[config.mk]
export PLATFORM = sky130hd
export DESIGN_NAME = bsg_mesh_packet_injector
export DESIGN_NICKNAME = d
export VERILOG_FILES = /design/src/rtl/bsg_mesh_injector_pkg.sv /design/src/rtl/bsg_mesh_injector_lfsr.sv /design/src/rtl/bsg_mesh_packet_injector.sv
export SDC_FILE = /design/constraint.sdc
export NUM_CORES = 1
export LEC_CHECK = 0
export ABC_AREA = 1
export BUFFER_PORTS_ARGS = -buffer_cell sky130_fd_sc_hd__buf_2
export CORE_MARGIN = 3
export CORE_UTILIZATION = 62
export CTS_BUF_LIST = sky130_fd_sc_hd__clkbuf_4 sky130_fd_sc_hd__clkbuf_8
export CTS_CLUSTER_DIAMETER = 30
export CTS_CLUSTER_SIZE = 12
export DETAILED_ROUTE_END_ITERATION = 10
export GPL_ROUTABILITY_DRIVEN = 0
export GPL_TIMING_DRIVEN = 0
export HOLD_SLACK_MARGIN = 0.06
export PLACE_DENSITY = 0.87
export SYNTH_ARGS = -nofsm -noshare
export SYNTH_HDL_FRONTEND = slang
export SYNTH_SLANG_ARGS = --single-unit
[constraint.sdc]
create_clock -name clk_i -period 4.4 [get_ports clk_i]
set_clock_uncertainty 0.1 [all_clocks]
set_input_delay 0.88 -clock clk_i [delete_from_list [all_inputs] [get_ports clk_i]]
set_output_delay 0.88 -clock clk_i [all_outputs]
set_load 0.03 [all_outputs]
[src/rtl/bsg_mesh_injector_pkg.sv]
// Shared types and constants for the mesh packet injector: FSM states,
// packet field offsets and the 16-bit Galois LFSR step.
package bsg_mesh_injector_pkg;

   typedef enum logic [1:0] {
      IDLE = 2'd0,
      SEND = 2'd1,
      GAP  = 2'd2,
      DONE = 2'd3
   } injector_state_e;

   localparam int lfsr_width_c = 16;

   // Right-shifting Galois form of x^16+x^14+x^13+x^11+1
   localparam logic [lfsr_width_c-1:0] lfsr_taps_c = 16'hB400;

   localparam int rand_dest_y_lsb_c = 8;

   function automatic int dest_x_lo(input int x_w, input int y_w);
      return 0 * (x_w + y_w);
   endfunction

   function automatic int dest_y_lo(input int x_w);
      return x_w;
   endfunction

   function automatic int src_x_lo(input int x_w, input int y_w);
      return x_w + y_w;
   endfunction

   function automatic int src_y_lo(input int x_w, input int y_w);
      return 2 * x_w + y_w;
   endfunction

   function automatic int seq_lo(input int x_w, input int y_w);
      return 2 * (x_w + y_w);
   endfunction

   function automatic logic [lfsr_width_c-1:0] lfsr_step(input logic [lfsr_width_c-1:0] s);
      return {1'b0, s[lfsr_width_c-1:1]} ^ (s[0] ? lfsr_taps_c : '0);
   endfunction

endpackage

[src/rtl/bsg_mesh_injector_lfsr.sv]
// 16-bit Galois LFSR used for random destinations; exposes both the current
// value and the value it will hold after the next advance.
module bsg_mesh_injector_lfsr
   import bsg_mesh_injector_pkg::*;
#(
   parameter logic [lfsr_width_c-1:0] seed_p = 16'hACE1
)
(
   input  logic                    clk_i,
   input  logic                    reset_i,
   input  logic                    adv_i,
   output logic [lfsr_width_c-1:0] state_o,
   output logic [lfsr_width_c-1:0] next_o
);

   logic [lfsr_width_c-1:0] lfsr_r;

   assign next_o  = lfsr_step(lfsr_r);
   assign state_o = lfsr_r;

   always_ff @(posedge clk_i) begin
      if (reset_i)
         lfsr_r <= seed_p;
      else if (adv_i)
         lfsr_r <= next_o;
   end

endmodule

[src/rtl/bsg_mesh_packet_injector.sv]
// Valid/yumi traffic source for a mesh router port. Optional stall watchdog
// enabled by defining BSG_MESH_INJECTOR_TIMEOUT_EN.
module bsg_mesh_packet_injector
   import bsg_mesh_injector_pkg::*;
#(
   parameter int              width_p        = 32,
   parameter int              x_cord_width_p = 4,
   parameter int              y_cord_width_p = 4,
   parameter int              seq_width_p    = 8,
   parameter int              count_width_p  = 16,
   parameter logic [15:0]     lfsr_seed_p    = 16'hACE1,
   parameter int              timeout_p      = 1024
)
(
   input  logic                      clk_i,
   input  logic                      reset_i,
   input  logic                      en_i,
   input  logic                      mode_i,
   input  logic [x_cord_width_p-1:0] my_x_i,
   input  logic [y_cord_width_p-1:0] my_y_i,
   input  logic [x_cord_width_p-1:0] dest_x_i,
   input  logic [y_cord_width_p-1:0] dest_y_i,
   input  logic [count_width_p-1:0]  num_packets_i,
   input  logic [count_width_p-1:0]  gap_i,
   output logic                      v_o,
   output logic [width_p-1:0]        data_o,
   input  logic                      yumi_i,
   output logic                      done_o,
   output logic [count_width_p-1:0]  sent_count_o,
   output logic                      timeout_o
);

   localparam int dest_x_lo_lp = dest_x_lo(x_cord_width_p, y_cord_width_p);
   localparam int dest_y_lo_lp = dest_y_lo(x_cord_width_p);
   localparam int src_x_lo_lp  = src_x_lo(x_cord_width_p, y_cord_width_p);
   localparam int src_y_lo_lp  = src_y_lo(x_cord_width_p, y_cord_width_p);
   localparam int seq_lo_lp    = seq_lo(x_cord_width_p, y_cord_width_p);

   localparam logic [count_width_p-1:0] count_one_lp = count_width_p'(1);

   injector_state_e              state_r;
   logic [width_p-1:0]           data_r;
   logic [count_width_p-1:0]     sent_count_r;
   logic [count_width_p-1:0]     num_r;
   logic [count_width_p-1:0]     gap_r;
   logic [count_width_p-1:0]     gap_cnt_r;
   logic                         mode_r;
   logic [x_cord_width_p-1:0]    dest_x_r;
   logic [y_cord_width_p-1:0]    dest_y_r;
   logic [x_cord_width_p-1:0]    my_x_r;
   logic [y_cord_width_p-1:0]    my_y_r;

   logic [lfsr_width_c-1:0]      lfsr_q;
   logic [lfsr_width_c-1:0]      lfsr_next;
   logic                         accept;
   logic [count_width_p-1:0]     count_inc;
   logic [x_cord_width_p-1:0]    start_dx;
   logic [y_cord_width_p-1:0]    start_dy;
   logic [x_cord_width_p-1:0]    next_dx;
   logic [y_cord_width_p-1:0]    next_dy;
   logic                         unused_lfsr;

   function automatic logic [width_p-1:0] build_packet(
      input logic [x_cord_width_p-1:0] dx,
      input logic [y_cord_width_p-1:0] dy,
      input logic [x_cord_width_p-1:0] sx,
      input logic [y_cord_width_p-1:0] sy,
      input logic [count_width_p-1:0]  count
   );
      logic [width_p-1:0] pkt;
      pkt = '0;
      pkt[dest_x_lo_lp +: x_cord_width_p] = dx;
      pkt[dest_y_lo_lp +: y_cord_width_p] = dy;
      pkt[src_x_lo_lp  +: x_cord_width_p] = sx;
      pkt[src_y_lo_lp  +: y_cord_width_p] = sy;
      pkt[seq_lo_lp    +: seq_width_p]    = seq_width_p'(count);
      return pkt;
   endfunction

   assign accept    = (state_r == SEND) && yumi_i;
   assign count_inc = (&sent_count_r) ? sent_count_r : sent_count_r + count_one_lp;

   bsg_mesh_injector_lfsr #(
      .seed_p (lfsr_seed_p)
   ) lfsr (
      .clk_i   (clk_i),
      .reset_i (reset_i),
      .adv_i   (accept),
      .state_o (lfsr_q),
      .next_o  (lfsr_next)
   );

   // Packet 0 takes its destination from the current LFSR value; every later
   // packet is built on the accepting edge from the value the LFSR moves to.
   assign start_dx = mode_i ? lfsr_q[x_cord_width_p-1:0] : dest_x_i;
   assign start_dy = mode_i ? lfsr_q[rand_dest_y_lsb_c +: y_cord_width_p] : dest_y_i;
   assign next_dx  = mode_r ? lfsr_next[x_cord_width_p-1:0] : dest_x_r;
   assign next_dy  = mode_r ? lfsr_next[rand_dest_y_lsb_c +: y_cord_width_p] : dest_y_r;

   assign unused_lfsr = ^{lfsr_q, lfsr_next};

   always_ff @(posedge clk_i) begin
      if (reset_i) begin
         state_r      <= IDLE;
         data_r       <= '0;
         sent_count_r <= '0;
         num_r        <= '0;
         gap_r        <= '0;
         gap_cnt_r    <= '0;
         mode_r       <= 1'b0;
         dest_x_r     <= '0;
         dest_y_r     <= '0;
         my_x_r       <= '0;
         my_y_r       <= '0;
      end else begin
         case (state_r)
            IDLE: begin
               if (en_i) begin
                  sent_count_r <= '0;
                  if (num_packets_i == '0) begin
                     state_r <= DONE;
                  end else begin
                     mode_r   <= mode_i;
                     dest_x_r <= dest_x_i;
                     dest_y_r <= dest_y_i;
                     my_x_r   <= my_x_i;
                     my_y_r   <= my_y_i;
                     num_r    <= num_packets_i;
                     gap_r    <= gap_i;
                     data_r   <= build_packet(start_dx, start_dy, my_x_i, my_y_i, '0);
                     state_r  <= SEND;
                  end
               end
            end
            SEND: begin
               if (yumi_i) begin
                  sent_count_r <= count_inc;
                  if (count_inc == num_r) begin
                     state_r <= DONE;
                  end else begin
                     data_r <= build_packet(next_dx, next_dy, my_x_r, my_y_r, count_inc);
                     if (gap_r != '0) begin
                        gap_cnt_r <= gap_r - count_one_lp;
                        state_r   <= GAP;
                     end
                  end
               end
            end
            GAP: begin
               if (gap_cnt_r == '0)
                  state_r <= SEND;
               else
                  gap_cnt_r <= gap_cnt_r - count_one_lp;
            end
            DONE: begin
               if (!en_i)
                  state_r <= IDLE;
            end
            default: state_r <= IDLE;
         endcase
      end
   end

   assign v_o          = (state_r == SEND);
   assign done_o       = (state_r == DONE);
   assign data_o       = data_r;
   assign sent_count_o = sent_count_r;

`ifdef BSG_MESH_INJECTOR_TIMEOUT_EN
   localparam int stall_width_lp = $clog2(timeout_p + 1);
   localparam logic [stall_width_lp-1:0] stall_limit_lp = stall_width_lp'(timeout_p);

   logic [stall_width_lp-1:0] stall_cnt_r;
   logic                      timeout_r;

   // Counts consecutive stalled valid cycles; the flag stays set until reset.
   always_ff @(posedge clk_i) begin
      if (reset_i) begin
         stall_cnt_r <= '0;
         timeout_r   <= 1'b0;
      end else begin
         if ((state_r == SEND) && !yumi_i) begin
            if (stall_cnt_r != stall_limit_lp)
               stall_cnt_r <= stall_cnt_r + stall_width_lp'(1);
         end else begin
            stall_cnt_r <= '0;
         end
         if (stall_cnt_r == stall_limit_lp)
            timeout_r <= 1'b1;
      end
   end

   assign timeout_o = timeout_r;
`else
   localparam int unused_timeout_lp = timeout_p;
   assign timeout_o = 1'b0;
`endif

endmodule
# [Word level (Yosys, flattened, before mapping)]
# Index checks and enable logic that the tools add are counted.
[op_classes] n_mux=27 eq_ne=13 n_reduce_logical=13 bitwise=2 addsub=3
[op_table] operator="two-way mux 16 bit" count=8
[op_table] operator="two-way mux 32 bit" count=4
[op_table] operator="one-hot mux 16 bit (2 select lines)" count=2
[op_table] operator="one-hot mux 32 bit (2 select lines)" count=1
[op_table] operator="zero test 16 bit" count=2
[op_table] operator="subtractor 16 x 1 -> 16 bit (second input constant)" count=2
[op_table] operator="adder 16 x 1 -> 16 bit (second input constant)" count=1
[op_table] operator="== test 16 bit" count=1
[op_table] operator="two-way mux 4 bit" count=4
[op_table] operator="AND reduction 16 bit" count=1
[op_table] operator="nonzero test 16 bit" count=1
[op_table] operator="XOR 15 x 16 -> 16 bit" count=1
[op_table] operator="AND reduction 5 bit" count=3
[op_table] operator="two-way mux 2 bit" count=7
[op_table] operator="inequality test 2 bit (second input constant)" count=6
[op_table] operator="one-hot mux 2 bit (4 select lines)" count=1
[op_table] operator="AND reduction 3 bit" count=2
[op_table] operator="== test 2 bit (second input constant)" count=2
[op_table] operator="inequality test 2 x 1 -> 1 bit (second input constant)" count=2
[op_table] operator="nonzero test 2 bit" count=2
[op_table] operator="inequality test 3 x 1 -> 1 bit (second input constant)" count=1
[op_table] operator="== test 2 x 1 -> 1 bit (second input constant)" count=1
[op_table] operator="zero test 2 bit" count=1
[op_table] operator="logical AND 1 bit" count=1
[op_table] operator="NOT 1 bit" count=1
[word_totals] ff_bits=131 in_bits=53 word_cells=70 output_inout_bits=51

# [Depth between registers and ports, before layout]
[depth] word_depth=6 depth_mapped=19 mapped_depth_nobuf=17

# [By module]
# A second synthesis with hierarchy kept.
[unflattened] cells_unflattened=1002 area_unflattened_um2=6513.7
[by_module_without_submodules] mod="bsg_mesh_packet_injector" n_inst=1 cells_per_inst=908 area_per_inst_um2=5763.0 seq_area_each_um2=2142.1
[by_module_without_submodules] mod="bsg_mesh_injector_lfsr" n_inst=1 cells_per_inst=94 area_per_inst_um2=750.7 seq_area_each_um2=320.3

# [Worst setup path before layout]
# Ideal clock, no wire load.
[synth_path] path_kind="register -> register" from="reg sent_count_r[0], in the netlist sent_count_o[0]" to="reg data_r[16], in the netlist data_o[16]" slack_ns=1.779 setup_ns=0.115 arrival_time_ns=2.405 n_path_buf=2 path_stages_with_launch=17 required_ns=4.185 cell_sequence="dfxtp_1 -> ha_1 -> inv_1 -> nor2_2 -> nand2_2 -> nor2_4 -> inv_2 -> buf_6 -> nand2_2 -> nand2_1 -> nand2_2 -> nand3_2 -> nor3_2 -> nand3_4 -> buf_2 -> a21oi_1 -> nor2_1"
[synth_between] elab_chain_cells=5 elab_cells_between_ends=9 cone_classes="1 x add/sub; 2 x eq/ne; 4 x mux; 2 x reduce/logical"
[synth_rtl] element="start, declared" line_no="bsg_mesh_packet_injector.sv:43" text="logic [count_width_p-1:0] sent_count_r;"
[synth_rtl] element="start signal, assigned" line_no="bsg_mesh_packet_injector.sv:137" text="sent_count_r <= count_inc;"
[synth_rtl] element="adder 16 x 1 -> 16 bit or AND reduction 16 bit (tied branches)" line_no="bsg_mesh_packet_injector.sv:81" text="assign count_inc = (&sent_count_r) ? sent_count_r : sent_count_r + count_one_lp;"
[synth_rtl] element="two-way mux 16 bit (*)" line_no="bsg_mesh_packet_injector.sv:81"
[synth_rtl] element="== test 16 bit or two-way mux 32 bit (tied branches)" line_no="bsg_mesh_packet_injector.sv:138" text="if (count_inc == num_r) begin"
[synth_rtl] element="inequality test 2 bit (no line) or two-way mux 32 bit (tied branches)"
[synth_rtl] element="AND reduction 5 bit (no line) or one-hot mux 32 bit (2 select lines) (tied branches)"
[synth_rtl] element="end signal, assigned" line_no="bsg_mesh_packet_injector.sv:130" text="data_r <= build_packet(start_dx, start_dy, my_x_i, my_y_i, '0);"
[synth_rtl] element="end signal, assigned" line_no="bsg_mesh_packet_injector.sv:141" text="data_r <= build_packet(next_dx, next_dy, my_x_r, my_y_r, count_inc);"
[synth_rtl] element="end, declared" line_no="bsg_mesh_packet_injector.sv:42" text="logic [width_p-1:0] data_r;"
# Mark *: on every way between the ends. The rest lies on a longest branch, timed or not. The select of a mux whose other input is x is not followed.
# A chain may end at the register's enable or synchronous reset.

# [Worst setup path after layout]
[layout_path] from="reg state_r[0]" to="out v_o"
[layout_between] elab_chain_cells=1
[layout_rtl] element="start, declared" line_no="bsg_mesh_packet_injector.sv:41" text="injector_state_e state_r;"
[layout_rtl] element="start signal, assigned" line_no="bsg_mesh_packet_injector.sv:104" text="state_r <= IDLE;"
[layout_rtl] element="start signal, assigned" line_no="bsg_mesh_packet_injector.sv:121" text="state_r <= DONE;"
[layout_rtl] element="start signal, assigned" line_no="bsg_mesh_packet_injector.sv:131" text="state_r <= SEND;"
[layout_rtl] element="== test 2 x 1 -> 1 bit" line_no="bsg_mesh_packet_injector.sv:164" text="assign v_o = (state_r == SEND);"
[layout_rtl] element="end, declared" line_no="bsg_mesh_packet_injector.sv:25" text="output logic v_o,"
# No other way between the ends.

==> results.py <==
metrics = {
    "synthesis": {
        "synth_cell_types": 37,
        "synth_warnings": 0,
        "netlist_instances": 994,
        "netlist_area_sq_um": 6504,
        "yosysSeqAreaShare": 0.3786,
        "synth_area_per_cell_sq_um": 6.543,
        "synth-seq-cells": 123,
    },
    "clocking": {
        "cts_num_sinks": 123,
        "cts_resized": 0,
        "postCtsHoldBufs": 0,
        "cts_root_buf": "clkbuf_8",
        "htree_num_levels": 4,
        "clkTransAtPathRegs_ns": 0.07,
        "post_cts_buffers": 0,
        "cts_buffer_depth": 2,
        "worstSkewPairLatency_ns": 0.45,
        "cts_tree": "done",
        "numCtsBuffers": 17,
    },
    "detailed_routing": {
        "vias": 7013,
        "drtIter0Drc": 645,
        "drt_pass1_iterations": 6,
        "ant_nets": 0,
        "drc": 0,
        "wire_per_inst_um": 14.82,
        "viasPerCell": 5.570,
        "wl_um": 18660,
    },
    "final_layout": {
        "final_cell_mix": "nand2_1, nor2_1, dfxtp_1",
        "nFillCells": 831,
        "antenna_cells": 0,
        "drive_above_1_share": 0.1510,
        "area_growth_pct": 16.93,
        "layout_commonest_cell": "nand2_1",
        "fin_nets": 1168,
    },
    "pwr": {
        "powerDensity_nw_per_um2": 663.9,
        "p_sw_mw": 2.213,
        "internal_power_mw": 2.836,
        "power_mw": 5.049,
        "pwr-share-seq": 0.327,
        "leakage_nw": 3.653,
        "p_clk_frac": 0.220,
        "p_comb_frac": 0.453,
        "swShare": 0.4383,
        "peakVddDrop_v": 0.0003980,
    },
    "timing": {
        "slew_headroom": 0.5897,
        "worst_pin_slew_ns": 0.6155,
        "fin_crit_sh": 0.7062,
        "rsz0062_at_grt": "false",
        "slew_viol_final": 0,
        "tns_ns": 0,
        "fmax_mhz": 321.8,
        "finalCriticalPeriod_ns": 3.107,
        "final-setup-viol-count": 0,
        "hold_violations": 0,
    },
    "floorplanning": {
        "die_h_um": 108.4,
        "rows": 36,
        "start_util": 0.6504,
        "coreArea_sq_um": 10000,
        "io_pins": 104,
        "die_width_um": 108.4,
        "die-area_sq_um": 11750,
    },
    "global_routing": {
        "antenna_found_initial": 0,
        "track_usage": 0.3325,
        "grt_overflow": 0,
        "grt_pass1_vias": 6465,
        "grt_max_degree": 17,
        "grt_first_pass_wirelength_um": 30750,
    },
    "critical_path": {
        "rr_worst_depth": 11,
        "critPathRequiredTime_ns": 3.42,
        "worstSetupPathType": "flop to output pin",
        "arrival_ns": 2.13,
        "cp-start-kind": "flop",
        "cp_max_fo": 10,
        "r2r_slack_ns": 1.49,
        "end_kind": "output pin",
    },
    "min_path": {
        "hold_depth": 2,
        "hold_path.class": "flop to flop",
    },
    "outcome": {
        "status": "complete, no violations",
    },
    "placement": {
        "place.port_buffers": 92,
        "dp_hpwl_um": 13800,
    },
    "job": {
        "drv_cap": 0,
    },
}
-- critical path: stages (launching register included) --
cell and delay [ns]:
dfxtp_1 0.41, inv_2 0.07, nor2_2 0.38, clkbuf_1 0.51
buf_2 0.31
-- synth_stat cells, drive strengths merged --
library cell | number | area [sq um]
o211ai | 1 | 7.510
nand2 | 257 | 987.2
dfxtp | 123 | 2462
a211oi | 1 | 7.510
mux2i | 1 | 10.01
xor2 | 18 | 157.7
nand3b | 9 | 67.56
nand3 | 71 | 372.9
conb | 1 | 3.750
o21ai | 88 | 440.4
clkinv | 3 | 11.26
nor4 | 10 | 62.56
o22ai | 5 | 31.28
a21oi | 87 | 435.4
and3 | 1 | 6.260
a32o | 4 | 40.04
a41oi | 1 | 8.760
clkbuf | 33 | 123.9
nor3 | 3 | 30.03
buf | 26 | 186.4
inv | 90 | 337.8
nand4 | 10 | 62.56
ha | 2 | 25.02
xnor2 | 5 | 43.79
nor2 | 139 | 544.3
o21bai | 5 | 37.54
-- stage by stage --
step | cell area (sq um) | hold WS, ns | setup slack [ns] | cells | util
2_1_floorplan | 6534 | 0.3245 | 1.779 | 1002 | -
3_3_place_gp | 7161 | 0.3368 | 1.257 | 1227 | 0.7161
3_5_place_dp | 7161 | 0.3434 | 1.230 | 1227 | 0.7161
4_1_cts | 7605 | 0.3538 | 1.348 | 1259 | 0.7605
5_1_grt | 7605 | 0.3751 | 1.223 | 1259 | 0.7605
6_report | 7605 | 0.3527 | 1.293 | 1259 | 0.7605
-- cell families (layout without fill, tap and decap cells) --
logic type | count (synthesis) | in the layout | synth area share
other | 1 | 9 | 0.0005766
adders and majority gates | 2 | 2 | 0.003847
DFF | 123 | 123 | 0.3786
AOI/OAI and AO/OA | 192 | 192 | 0.1551
and+or+nand+nor | 500 | 500 | 0.3280
xor gates and xnor gates | 23 | 23 | 0.03097
muxes | 1 | 1 | 0.001539
buffers and inverters | 152 | 276 | 0.1014
-- registers in the layout (all words and copies together), names as in the netlist --
register      cells
sent_count_o     16
state_r           2
lfsr.state_o     16
mode_r            1
my_x_r            4
dest_y_r          4
num_r            16
gap_r            16
data_o           24
my_y_r            4
gap_cnt_r        16
dest_x_r          4
-- metal layers --
layer / global-route usage / vias to the layer above / part of all wire
met5: 0 / - / 0
met2: 0.5340 / 421 / 0.44
met1: 0.4400 / 3115 / 0.41
li1: - / 3422 / -
met3: 0.07642 / 55 / 0.12
met4: 0.1154 / 0 / 0.030
-- final cells by class --
cell class | instances | area, sq um | share of cell area
Buffer | 59 | 310.3 | 0.04080
Inverter | 93 | 349.1 | 0.04590
Clock buffer | 23 | 310.3 | 0.04080
Clock inverter | 9 | 133.9 | 0.01760
Tap cell | 133 | 166.4 | 0.02188
Timing Repair Buffer | 92 | 460.4 | 0.06055
Multi-Input combinational cell | 727 | 3412 | 0.4487
Sequential cell | 123 | 2462 | 0.3238
-- path summary, 6_finish.rpt --
| path | start | end |
|---|---|---|
| hold reg to reg | my_y_r[2]$_SDFFE_PP0P_ | my_y_r[2]$_SDFFE_PP0P_ |
| setup reg to reg | state_r[0]$_SDFFE_PP0P_ | data_o[22]$_SDFFE_PP0P_ |
| setup / recovery | state_r[0]$_SDFFE_PP0P_ | v_o |
| hold / removal | my_y_r[2]$_SDFFE_PP0P_ | my_y_r[2]$_SDFFE_PP0P_ |
-- power groups by stage --
stage	Sequential [mW]	Clock [mW]	Combinational, mW
6_report	1.65	1.11	2.28
5_1_grt	1.68	1.16	2.55
4_1_cts	1.64	1.11	2.25
3_5_place_dp	1.66	0	2.22
3_3_place_gp	1.65	0	2.18
2_1_floorplan	1.84	0	1.48
Power figures use the tool's default switching activity.
